[config.mk]
export PLATFORM = sky130hd
export DESIGN_NAME = peak_rv32_decode_stage
export DESIGN_NICKNAME = d
export VERILOG_FILES = /design/src/rtl/peak_rv32_decode_stage.sv
export SDC_FILE = /design/constraint.sdc
export NUM_CORES = 1
export LEC_CHECK = 0
export BUFFER_PORTS_ARGS = -buffer_cell sky130_fd_sc_hd__buf_4
export CORE_UTILIZATION = 53
export DETAILED_ROUTE_END_ITERATION = 7
export GPL_ROUTABILITY_DRIVEN = 0
export PLACE_DENSITY = 0.87
export REMOVE_ABC_BUFFERS = 1
export SLEW_MARGIN = 20
export SYNTH_ARGS = -nofsm -noshare
export SYNTH_HDL_FRONTEND = slang
export SYNTH_SLANG_ARGS = --single-unit
[constraint.sdc]
create_clock -name clk -period 5.8 [get_ports clk]
set_input_delay 1.74 -clock clk [delete_from_list [all_inputs] [get_ports clk]]
set_output_delay 1.74 -clock clk [all_outputs]
set_load 0.05 [all_outputs]
[src/rtl/peak_rv32_decode_stage.sv]
// RV32 decode pipeline stage: combinational decode of the fetched word into a
// registered output slot, backed by one skid slot so backpressure costs no bubbles.
module peak_rv32_decode_stage #(
  parameter int PC_WIDTH     = 32,
  parameter int ENABLE_M     = 1,
  parameter int ENABLE_ZICSR = 1,
  parameter int RV32E        = 0,
  parameter int CNT_WIDTH    = 16
) (
  input  logic                 clk,
  input  logic                 rst,
  input  logic                 in_valid,
  output logic                 in_ready,
  input  logic [31:0]          in_inst,
  input  logic [PC_WIDTH-1:0]  in_pc,
  input  logic                 flush,
  output logic                 out_valid,
  input  logic                 out_ready,
  output logic [PC_WIDTH-1:0]  out_pc,
  output logic [31:0]          out_inst,
  output logic [4:0]           out_rd,
  output logic [4:0]           out_rs1,
  output logic [4:0]           out_rs2,
  output logic [31:0]          out_imm,
  output logic [3:0]           out_class,
  output logic [2:0]           out_funct3,
  output logic                 out_alt,
  output logic                 out_ill,
  output logic [CNT_WIDTH-1:0] cnt_decoded,
  output logic [CNT_WIDTH-1:0] cnt_illegal
);

  localparam logic [3:0] CLS_ALU_R  = 4'd0,  CLS_ALU_I = 4'd1,  CLS_LOAD  = 4'd2,
                         CLS_STORE  = 4'd3,  CLS_BRANCH = 4'd4, CLS_JAL   = 4'd5,
                         CLS_JALR   = 4'd6,  CLS_LUI   = 4'd7,  CLS_AUIPC = 4'd8,
                         CLS_CSR    = 4'd9,  CLS_SYSTEM = 4'd10, CLS_FENCE = 4'd11,
                         CLS_MULDIV = 4'd12, CLS_ILL   = 4'd15;

  typedef struct packed {
    logic [PC_WIDTH-1:0] pc;
    logic [31:0]         inst;
    logic [3:0]          cls;
    logic [4:0]          rd;
    logic [4:0]          rs1;
    logic [4:0]          rs2;
    logic [31:0]         imm;
    logic                alt;
    logic                ill;
  } entry_t;

  logic [6:0]  opcode;
  logic [2:0]  f3;
  logic [6:0]  f7;
  logic [31:0] imm_i, imm_s, imm_b, imm_u, imm_j;
  logic [3:0]  raw_cls;
  logic [31:0] raw_imm;
  logic        raw_alt, use_rd, use_rs1, use_rs2, rv32e_bad, dec_ill;
  entry_t      dec_entry;

  assign opcode = in_inst[6:0];
  assign f3     = in_inst[14:12];
  assign f7     = in_inst[31:25];
  assign imm_i  = {{20{in_inst[31]}}, in_inst[31:20]};
  assign imm_s  = {{20{in_inst[31]}}, in_inst[31:25], in_inst[11:7]};
  assign imm_b  = {{19{in_inst[31]}}, in_inst[31], in_inst[7], in_inst[30:25], in_inst[11:8], 1'b0};
  assign imm_u  = {in_inst[31:12], 12'b0};
  assign imm_j  = {{11{in_inst[31]}}, in_inst[31], in_inst[19:12], in_inst[20], in_inst[30:21], 1'b0};

  always_comb begin
    raw_cls = CLS_ILL;
    raw_imm = 32'd0;
    raw_alt = 1'b0;
    use_rd  = 1'b0;
    use_rs1 = 1'b0;
    use_rs2 = 1'b0;
    case (opcode)
      7'b0110111: begin raw_cls = CLS_LUI;   use_rd = 1'b1; raw_imm = imm_u; end
      7'b0010111: begin raw_cls = CLS_AUIPC; use_rd = 1'b1; raw_imm = imm_u; end
      7'b1101111: begin raw_cls = CLS_JAL;   use_rd = 1'b1; raw_imm = imm_j; end
      7'b1100111: if (f3 == 3'b000) begin
        raw_cls = CLS_JALR; use_rd = 1'b1; use_rs1 = 1'b1; raw_imm = imm_i;
      end
      7'b1100011: if (f3 != 3'b010 && f3 != 3'b011) begin
        raw_cls = CLS_BRANCH; use_rs1 = 1'b1; use_rs2 = 1'b1; raw_imm = imm_b;
      end
      7'b0000011: if (f3 != 3'b011 && f3 != 3'b110 && f3 != 3'b111) begin
        raw_cls = CLS_LOAD; use_rd = 1'b1; use_rs1 = 1'b1; raw_imm = imm_i;
      end
      7'b0100011: if (!f3[2] && f3 != 3'b011) begin
        raw_cls = CLS_STORE; use_rs1 = 1'b1; use_rs2 = 1'b1; raw_imm = imm_s;
      end
      7'b0010011: begin
        // Shift-immediates carry only a 5-bit shamt; funct7 must be a real shift encoding.
        if (f3 == 3'b001 || f3 == 3'b101) begin
          if (f7 == 7'b0000000 || (f3 == 3'b101 && f7 == 7'b0100000)) begin
            raw_cls = CLS_ALU_I; use_rd = 1'b1; use_rs1 = 1'b1;
            raw_imm = {27'd0, in_inst[24:20]};
            raw_alt = in_inst[30];
          end
        end else begin
          raw_cls = CLS_ALU_I; use_rd = 1'b1; use_rs1 = 1'b1; raw_imm = imm_i;
        end
      end
      7'b0110011: begin
        if (f7 == 7'b0000000) begin
          raw_cls = CLS_ALU_R;
        end else if (f7 == 7'b0100000 && (f3 == 3'b000 || f3 == 3'b101)) begin
          raw_cls = CLS_ALU_R; raw_alt = 1'b1;
        end else if (f7 == 7'b0000001 && ENABLE_M != 0) begin
          raw_cls = CLS_MULDIV;
        end
        use_rd = 1'b1; use_rs1 = 1'b1; use_rs2 = 1'b1;
      end
      7'b0001111: if (f3 == 3'b000 || f3 == 3'b001) raw_cls = CLS_FENCE;
      7'b1110011: begin
        if (f3 == 3'b000) begin
          if (in_inst[11:7] == 5'd0 && in_inst[19:15] == 5'd0 &&
              (in_inst[31:20] == 12'h000 || in_inst[31:20] == 12'h001 ||
               in_inst[31:20] == 12'h302))
            raw_cls = CLS_SYSTEM;
        end else if (f3 != 3'b100 && ENABLE_ZICSR != 0) begin
          raw_cls = CLS_CSR; use_rd = 1'b1;
          if (f3[2]) raw_imm = {27'd0, in_inst[19:15]};
          else       use_rs1 = 1'b1;
        end
      end
      default: raw_cls = CLS_ILL;
    endcase
  end

  assign rv32e_bad = (RV32E != 0) &&
                     ((use_rd && in_inst[11]) || (use_rs1 && in_inst[19]) || (use_rs2 && in_inst[24]));
  assign dec_ill   = (raw_cls == CLS_ILL) || rv32e_bad;

  // Illegal words still flow so execute can trap, but carry no operands.
  always_comb begin
    dec_entry      = '0;
    dec_entry.pc   = in_pc;
    dec_entry.inst = in_inst;
    dec_entry.ill  = dec_ill;
    dec_entry.cls  = dec_ill ? CLS_ILL : raw_cls;
    if (!dec_ill) begin
      dec_entry.rd  = use_rd  ? in_inst[11:7]  : 5'd0;
      dec_entry.rs1 = use_rs1 ? in_inst[19:15] : 5'd0;
      dec_entry.rs2 = use_rs2 ? in_inst[24:20] : 5'd0;
      dec_entry.imm = raw_imm;
      dec_entry.alt = raw_alt;
    end
  end

  entry_t               oreg_reg, sreg_reg;
  logic                 oreg_valid_reg, sreg_valid_reg;
  logic [CNT_WIDTH-1:0] cnt_decoded_reg, cnt_illegal_reg;
  logic                 accept, consume;

  assign accept  = in_valid && !sreg_valid_reg && !flush;
  assign consume = oreg_valid_reg && out_ready;

  always_ff @(posedge clk) begin
    if (rst) begin
      oreg_reg        <= '0;
      sreg_reg        <= '0;
      oreg_valid_reg  <= 1'b0;
      sreg_valid_reg  <= 1'b0;
      cnt_decoded_reg <= '0;
      cnt_illegal_reg <= '0;
    end else begin
      if (consume && cnt_decoded_reg != '1)
        cnt_decoded_reg <= cnt_decoded_reg + CNT_WIDTH'(1);
      if (consume && oreg_reg.ill && cnt_illegal_reg != '1)
        cnt_illegal_reg <= cnt_illegal_reg + CNT_WIDTH'(1);
      if (flush) begin
        oreg_valid_reg <= 1'b0;
        sreg_valid_reg <= 1'b0;
      end else if (consume) begin
        // accept cannot coincide with a full skid slot, since in_ready is low then
        if (sreg_valid_reg) begin
          oreg_reg       <= sreg_reg;
          sreg_valid_reg <= 1'b0;
        end else if (accept) begin
          oreg_reg <= dec_entry;
        end else begin
          oreg_valid_reg <= 1'b0;
        end
      end else if (accept) begin
        if (!oreg_valid_reg) begin
          oreg_reg       <= dec_entry;
          oreg_valid_reg <= 1'b1;
        end else begin
          sreg_reg       <= dec_entry;
          sreg_valid_reg <= 1'b1;
        end
      end
    end
  end

  assign in_ready    = !sreg_valid_reg;
  assign out_valid   = oreg_valid_reg;
  assign out_pc      = oreg_reg.pc;
  assign out_inst    = oreg_reg.inst;
  assign out_rd      = oreg_reg.rd;
  assign out_rs1     = oreg_reg.rs1;
  assign out_rs2     = oreg_reg.rs2;
  assign out_imm     = oreg_reg.imm;
  assign out_class   = oreg_reg.cls;
  assign out_funct3  = oreg_reg.inst[14:12];
  assign out_alt     = oreg_reg.alt;
  assign out_ill     = oreg_reg.ill;
  assign cnt_decoded = cnt_decoded_reg;
  assign cnt_illegal = cnt_illegal_reg;

endmodule

Yosys cells after proc, flatten, opt, wreduce, memory -nomap -nowiden
Index checks and enable logic that the tools add are counted.

Output and inout port bits: 154. Register bits after elaboration: 268. Bits of input ports: 69. Word-level logic and storage cells: 149.

Add/sub/neg operators: 2. Multiplexer cells: 57. Reduce and logical (&&, ||, !) cells: 38. Equality and inequality tests: 28. Bitwise operators: 2.

Operators by type and width (count): 117-bit two-way mux (5); 32-bit one-hot mux with 8 select lines (1); 32-bit two-way mux (5); 48-bit two-way mux (1); 4-bit one-hot mux with 11 select lines (1); 4-bit two-way mux (10); 5-bit two-way mux (7); 16-bit by 1-bit adder with 16-bit output, second input constant (2); 16-bit inequality test, second input constant (2); 7-bit by 6-bit equality test with 1-bit output, second input constant (4); 7-bit equality test, second input constant (4); 1-bit two-way mux (19); 7-bit by 5-bit equality test with 1-bit output, second input constant (2); 1-bit logical AND (14); 12-bit by 1-bit equality test with 1-bit output, second input constant (1); 12-bit by 10-bit equality test with 1-bit output, second input constant (1); 12-bit zero test (1); 5-bit zero test (2); 3-bit two-way mux (3); 3-bit inequality test, second input constant (3); 4-bit AND reduction (2); 7-bit by 1-bit equality test with 1-bit output, second input constant (1); 7-bit by 2-bit equality test with 1-bit output, second input constant (1); 7-bit by 4-bit equality test with 1-bit output, second input constant (1); other kinds (22) (34).

Longest topological paths before layout
Gate-level depths: netlist (run 1).

Depth after elaboration: 12. Mapped depth: 10.

Least setup slack after synthesis (run 1)
OpenSTA, ideal clock, no wires.

Path kind: input to register. Start point: in in_inst[30]. End point: reg oreg_reg (netlist bit out_rs1[4]). Arrival time: 3495 ps. Data required time: 5720 ps. Path buffers: 3. Cell stages on the path: 9. Library setup time: 80 ps. Slack: 2225 ps. Cells stage by stage: buf_2 > or4_4 > o41ai_2 > a32oi_1 > o2bb2ai_2 > buf_6 > buf_12 > nand4_1 > a211oi_2.

Longest elaborated chain between the ends: 12. Elaborated cells between the ends (all ways): 31. Those cells by class: 5 x eq/ne; 18 x mux; 8 x reduce/logical.

Ends and longest elaborated chain: start: declaration (RTL line 14) `input logic [31:0] in_inst,`; 12-bit by 1-bit equality test with 1-bit output / 12-bit zero test (equally long branches) (RTL line 118) `(in_inst[31:20] == 12'h000 || in_inst[31:20] == 12'h001 ||`; 1-bit logical OR (2 in a row) (RTL line 118); 1-bit logical AND (RTL line 117) `if (in_inst[11:7] == 5'd0 && in_inst[19:15] == 5'd0 &&`; 3-bit two-way mux (RTL line 117); 4-bit two-way mux (RTL line 116) `if (f3 == 3'b000) begin`; 4-bit one-hot mux with 11 select lines (RTL line 76) `case (opcode)`; 4-bit equality test (RTL line 133) `assign dec_ill = (raw_cls == CLS_ILL) || rv32e_bad;`; 48-bit two-way mux * (RTL line 142) `if (!dec_ill) begin`; 117-bit two-way mux, on equally long branches (RTL line 186, 180); 117-bit two-way mux, on equally long branches (RTL line 185, 177); 117-bit two-way mux * (RTL line 175) `end else if (consume) begin`; end signal: assignment (RTL line 178) `oreg_reg <= sreg_reg;`; end signal: assignment (RTL line 181) `oreg_reg <= dec_entry;`; end signal: assignment (RTL line 187) `oreg_reg <= dec_entry;`; end: declaration (RTL line 151) `entry_t oreg_reg, sreg_reg;`.

Mark *: on every way between the ends. The rest lies on a longest branch, timed or not. The select of a mux whose other input is x is not followed. A chain may end at the register's enable or synchronous reset.

Worst setup path after layout (run 1)
Start point: in in_inst[31]. End point: reg sreg_reg[38] (netlist name).

Longest elaborated chain between the ends: 9. Elaborated cells between the ends (all ways): 22. Those cells by class: 5 x eq/ne; 9 x mux; 8 x reduce/logical.

Ends and longest elaborated chain: 12-bit by 1-bit equality test with 1-bit output / 12-bit zero test (equally long branches) (RTL line 118); 1-bit logical OR (2 in a row) (RTL line 118); 1-bit logical AND (RTL line 117); 3-bit two-way mux (RTL line 117); 4-bit two-way mux (RTL line 116); 4-bit one-hot mux with 11 select lines * (RTL line 76); 4-bit equality test * (RTL line 133); 48-bit two-way mux * (RTL line 142); end signal: assignment (RTL line 190) `sreg_reg <= dec_entry;`; end: declaration (RTL line 151).

Mark *: on every way between the ends. The rest lies on a longest branch, timed or not.

==> results.toml, run 1 <==
[status]
status = "complete, no violations"

[sta]
tns_ps = 0
drv_slew = 0
rsz0062_at_grt = "false"
finalSetupViolCount = 0
postLayoutSetupSlackWorst_ps = 1870
post-route-period-util = 0.6777
skew_ps = 35.43
max_slew.worst_pin.slew_ps = 1139
slew-limit-headroom = 0.2405
finalHoldViolations = 0
fmax_ghz = 0.2544
fin_crit_ps = 3930

[power]
p_total_w = 0.004198
power_frac_comb = 0.132
swShare = 0.2755
p_seq_frac = 0.460
p_clk_frac = 0.408
total_leakage_power_nw = 5.396
irDropWorstVdd_v = 0.0002368
p_switching_w = 0.001156
p_int_w = 0.003042
p_per_area_nw_per_um2 = 299.5

[route]
vias_per_cell = 6.067
drt_pass1_iterations = 8
drt.antenna.violating_nets = 0
wl_per_cell_um = 17.30
drc = 0
vias = 11470
drt_iter0_drc = 1077
routed_wl_um = 32710

[global_route]
grt_pass1_wl_um = 51900
overflow = 0
grt_antenna_before_repair = 0
grt_pass1_vias = 10510
grt_use_total = 0.2825
grt_max_degree = 164

[logic_synthesis]
yosysWarnings = 0
yosysTopAreaCell = "dfxtp_1"
synth-edff-count = 0
ys_seq_elements = 268
netlist_area_um2 = 11480
syn_inst = 1458
synth_cell_type_count = 65
post_synth.cell_area_avg_um2 = 7.874
async_flop_share = 0
synth_top_cells_by_area = "dfxtp_1, nand2_1, a311oi_1"
synthDominantCellAreaShare = 0.4674
synthFlopType = "dfxtp_1"
ys_seq_area_frac = 0.4674

[hold_path]
hold_path.class = "reg -> reg"
min_from = "sreg_reg[1]"

[worst_setup_path]
cp_max_fo = 20
r2r-start = "out_valid"
crit_arrival_ps = 4440
startpoint_type = "input pin"
cp-end-kind = "flop"
path_cells = "buf_4, or4_4, o41ai_2, a32oi_1, o2bb2ai_2, nor4b_4, a22o_1"
slowest_stage = "o2bb2ai_2"
crit_type = "in -> reg"
cp_data_required_time_ps = 6310
startpoint = "in_inst[31]"
max_stage_delay_ps = 760

[cells_and_area]
design_area_um2 = 14010
layout_common_cells = "nand2_1, dfxtp_1, buf_4"
antenna_cells = 0
area_growth_syn_to_layout_pct = 22.08
layout.nets = 1669
drive_above_1_share = 0.1825
final_common_cell = "nand2_1"
largest_register_ffs = 117
fin_util = 0.6625
nFillCells = 1747

[clock_network]
cts_made_buffers = 28
clk_pin_slew_ps = 60
root_buffer = "clkbuf_16"
tritoncts = "yes"
ctsHoldBuffers = 0
h-tree-depth = 1
clk_latency_ps = 570
cts.path.max_buffers = 3
post-cts-setup-buffers = 0
clkSinkCount = 268
cts.repair.resized = 0

[floorplanning]
die_w_um = 149.2
die_y_um = 149.2
initial_core_util = 0.5427
core_area_um2 = 21150
die_area_um2 = 22250
row_count = 53
pin_count = 223

[place]
postPlaceCellArea_um2 = 13130
port_buffers = 222
dp.final_hpwl_um = 20290
post-place-ws_ps = 1359

[run]
cap_violations = 0
synthesized netlist by cell type, types with 2 or more instances:
master	count
a21oi_1	133
nor2b_1	3
a211oi_2	6
buf_4	3
and3_1	10
or3_1	14
nor4_2	2
or4_1	2
o211ai_1	4
a22oi_1	7
ha_1	2
mux2i_1	2
buf_2	13
o31ai_1	2
a221oi_1	3
xnor2_1	8
inv_1	7
xor2_1	16
a211oi_1	30
a21boi_0	3
nand3_1	31
dfxtp_1	268
nor4_1	7
nor2_1	174
o21ai_0	55
nand4_1	14
a31oi_1	6
a22o_1	15
clkbuf_1	99
nand2_1	353
nand2b_1	6
and2_1	8
a211o_1	2
a21o_1	11
buf_1	7
nor3_1	20
a311oi_1	82
and4_1	3
power groups by stage:
stage	clock (W)	combinational, W	sequential [W]
2_1_floorplan	0	0.000167	0.00214
3_3_place_gp	0	0.000539	0.00197
3_5_place_dp	0	0.000548	0.00197
4_1_cts	0.00172	0.000551	0.00193
5_1_grt	0.00180	0.000589	0.00194
6_report	0.00171	0.000556	0.00193
final cells by class:
cell class	count	area [µm²]	share of cell area
clock buffer	43	827.0	0.05901
tap	275	344.1	0.02455
multi-input combinational	1059	5613	0.4005
timing repair buffer	234	1785	0.1274
inverter	7	26.28	0.001875
sequential	268	5365	0.3828
clock inverter	5	53.80	0.003839
worst max-delay path, delay by kind of cell:
family                 cells  cell delay [ps]
AO/OA/AOI/OAI              4             1470
AND/OR/NAND/NOR            2             1030
buffers and inverters      1              200
worst paths after layout:
check / endpoint / slack, ps / cells after the start
hold / removal: sreg_reg[1] / 450 / 2
setup / recovery: sreg_reg[38] / 1870 / 7
hold reg to reg: sreg_reg[1] / 450 / 2
setup reg to reg: out_imm[3] / 3380 / 3
metal layers:
layer / vias to the layer above / track usage / part of all wire
met4: 0 / 0.1260 / 0.037
met5: - / 0 / 0
met1: 5434 / 0.3679 / 0.41
li1: 5373 / - / -
met2: 570 / 0.4602 / 0.47
met3: 96 / 0.04495 / 0.086
cell families (layout without fill, tap and decap cells):
| group | Yosys count | in the layout | synth area share |
|---|---|---|---|
| adders and majority gates | 2 | 2 | 0.002179 |
| AOI/OAI and AO/OA | 372 | 372 | 0.2181 |
| muxes | 3 | 3 | 0.002725 |
| DFF | 268 | 268 | 0.4674 |
| and+or+nand+nor | 658 | 658 | 0.2440 |
| xor gates and xnor gates | 24 | 24 | 0.01831 |
| buffers and inverters | 131 | 289 | 0.04730 |
metrics by stage:
step,std cells,hold slack [ps]
4_1_cts,1891,451.5
3_5_place_dp,1843,443.4
3_3_place_gp,1843,434.8
6_report,1891,449.6
5_1_grt,1891,465.1
2_1_floorplan,1334,425.4
(Power assumes the default switching activity.)
==> inputs of run 2 (changes only) <==
==> constraint.sdc (replaced) <==
create_clock -name clk -period 3.8 [get_ports clk]
set_input_delay 1.14 -clock clk [delete_from_list [all_inputs] [get_ports clk]]
set_output_delay 1.14 -clock clk [all_outputs]
set_load 0.05 [all_outputs]
==> run 2 against run 1 <==
Total power is 54% higher. Clock skew decreased by 9.3 ps. Critical endpoint is now sreg_reg[40]. Non-clock buffer count up 13. Worst hold slack gained 2.2 ps. Largest cell class unchanged. Setup slack got worse by 1100 ps. Global-route usage rose by 0.20 points.
==> results.toml, run 2 (same netlist as run 1, synthesis figures left out) <==
[sta]
postLayoutSetupSlackWorst_ps = 762.0
drv_slew = 0
max_slew.worst_pin.slew_ps = 1022
slew-limit-headroom = 0.3162
skew_ps = 26.17
fmax_ghz = 0.3292
finalSetupViolCount = 0
post-route-period-util = 0.7995
finalHoldViolations = 0
rsz0062_at_grt = "false"
tns_ps = 0
fin_crit_ps = 3038

[status]
status = "complete, no violations"

[global_route]
grtUsageMet2 = 0.4707
gr-usage-met3 = 0.04618
grt_util_met1 = 0.3676
grt_antenna_before_repair = 0
grt_pass1_wl_um = 52250
grt.busiest_layer = "met2"
grt_pass1_vias = 10600
overflow = 0
grt_max_degree = 138
grt_use_total = 0.2845

[worst_setup_path]
startpoint = "in_inst[3]"
ff2ff_setup_slack_ps = 1490
cp-end-kind = "flop"
cp_max_fo = 11
cp_data_required_time_ps = 4270
reg2reg_to = "out_pc[18]"
path_delay_family = "simple AND/OR/NAND/NOR gates"
max_stage_delay_ps = 650
crit_arrival_ps = 3510
slowest_stage = "nor3_1"
r2r-start = "out_valid"
reg2regPathDepth = 6
path_cells = "buf_4, nand4bb_1, nor3_1, nor2_1, o211ai_1, and3_1, a22o_1"
startpoint_type = "input pin"
crit_type = "in -> reg"
crit_buf_inv = 1

[cells_and_area]
area_growth_syn_to_layout_pct = 23.19
stdcell_count = 1902
seqCellArea_um2 = 5365
nFillCells = 1694
antenna_cells = 0
final_common_cell = "nand2_1"
layout.nets = 1681
largest_register_ffs = 117
multi_input_area_um2 = 5613
drive_above_1_share = 0.1905
layout_common_cells = "nand2_1, dfxtp_1, buf_4"

[route]
vias_per_cell = 6.054
drt.antenna.violating_nets = 0
vias = 11520
drc = 0
wl_per_cell_um = 17.29
routed_wl_um = 32890
drt_pass1_iterations = 8
drt_iter0_drc = 1033

[hold_path]
hold_path_end = "sreg_reg[11]"
min_path_cells = 2
min_from = "sreg_reg[11]"
hold_path.class = "reg -> reg"

[clock_network]
clkSinkCount = 268
clk_latency_ps = 550
cts.path.max_buffers = 3
post-cts-setup-buffers = 0
h-tree-depth = 1
tritoncts = "yes"
root_buffer = "clkbuf_16"
ctsHoldBuffers = 0
cts_made_buffers = 27
clk_pin_slew_ps = 60
cts.repair.resized = 0

[run]
cap_violations = 0

[floorplanning]
die_y_um = 149.2
core_area_um2 = 21150
row_count = 53
die_area_um2 = 22250
initial_core_util = 0.5427
die_w_um = 149.2
pin_count = 223

[place]
post-place-ws_ps = 286.4
dp.final_hpwl_um = 21170
port_buffers = 222
dp_cells = 1856

[power]
p_seq_frac = 0.456
irDropWorstVdd_v = 0.0003198
swShare = 0.2712
p_total_w = 0.006464
p_switching_w = 0.001753
p_per_area_nw_per_um2 = 457.0
p_int_w = 0.004711
p_clk_frac = 0.412
power_frac_comb = 0.132
total_leakage_power_nw = 5.477
[run 2: worst min-delay path: stages, from the launching register on]
cell	delay, ps
dfxtp_1	310
nand2_1	50
a21oi_1	50
[run 2: area by class of cell]
class / instances / area share
Multi-Input combinational cell: 1059 / 0.3969
Sequential cell: 268 / 0.3794
Clock buffer: 37 / 0.05468
Inverter: 7 / 0.001858
Tap cell: 275 / 0.02433
Timing Repair Buffer: 247 / 0.1349
Clock inverter: 9 / 0.007962
[run 2: power groups by stage]
stage | clock network (W) | logic, W | registers, W
after floorplan | 0 | 0.000254 | 0.00327
after global placement | 0 | 0.000831 | 0.00301
after detailed placement | 0 | 0.000846 | 0.00301
after CTS | 0.00268 | 0.000850 | 0.00295
after global routing | 0.00280 | 0.000908 | 0.00296
final | 0.00266 | 0.000856 | 0.00295
[run 2: how the worst max path moves through the flow]
stage,depth (start not counted),to
2_1_floorplan,3,sreg_reg[34]
3_3_place_gp,9,out_rd[4]
3_5_place_dp,8,out_rd[4]
4_1_cts,8,out_rd[2]
5_1_grt,8,out_rs2[2]
6_report,7,sreg_reg[40]
[run 2: stage by stage]
step / util / area (µm²) / hold slack, ps
global placement: 0.6267 / 13260 / 438.6
floorplan: - / 10960 / 425.4
CTS: 0.6685 / 14140 / 451.7
global route: 0.6685 / 14140 / 467.5
detailed placement: 0.6267 / 13260 / 443.2
finish: 0.6685 / 14140 / 451.9
[run 2: per-layer routing]
layer  part of all wire  vias to the layer above  wire length (µm)
met5                  0                        -                 0
met4              0.034                        0              1120
met3              0.091                       93              2982
met2               0.47                      617             15460
met1               0.41                     5394             13320
li1                   -                     5411                 -
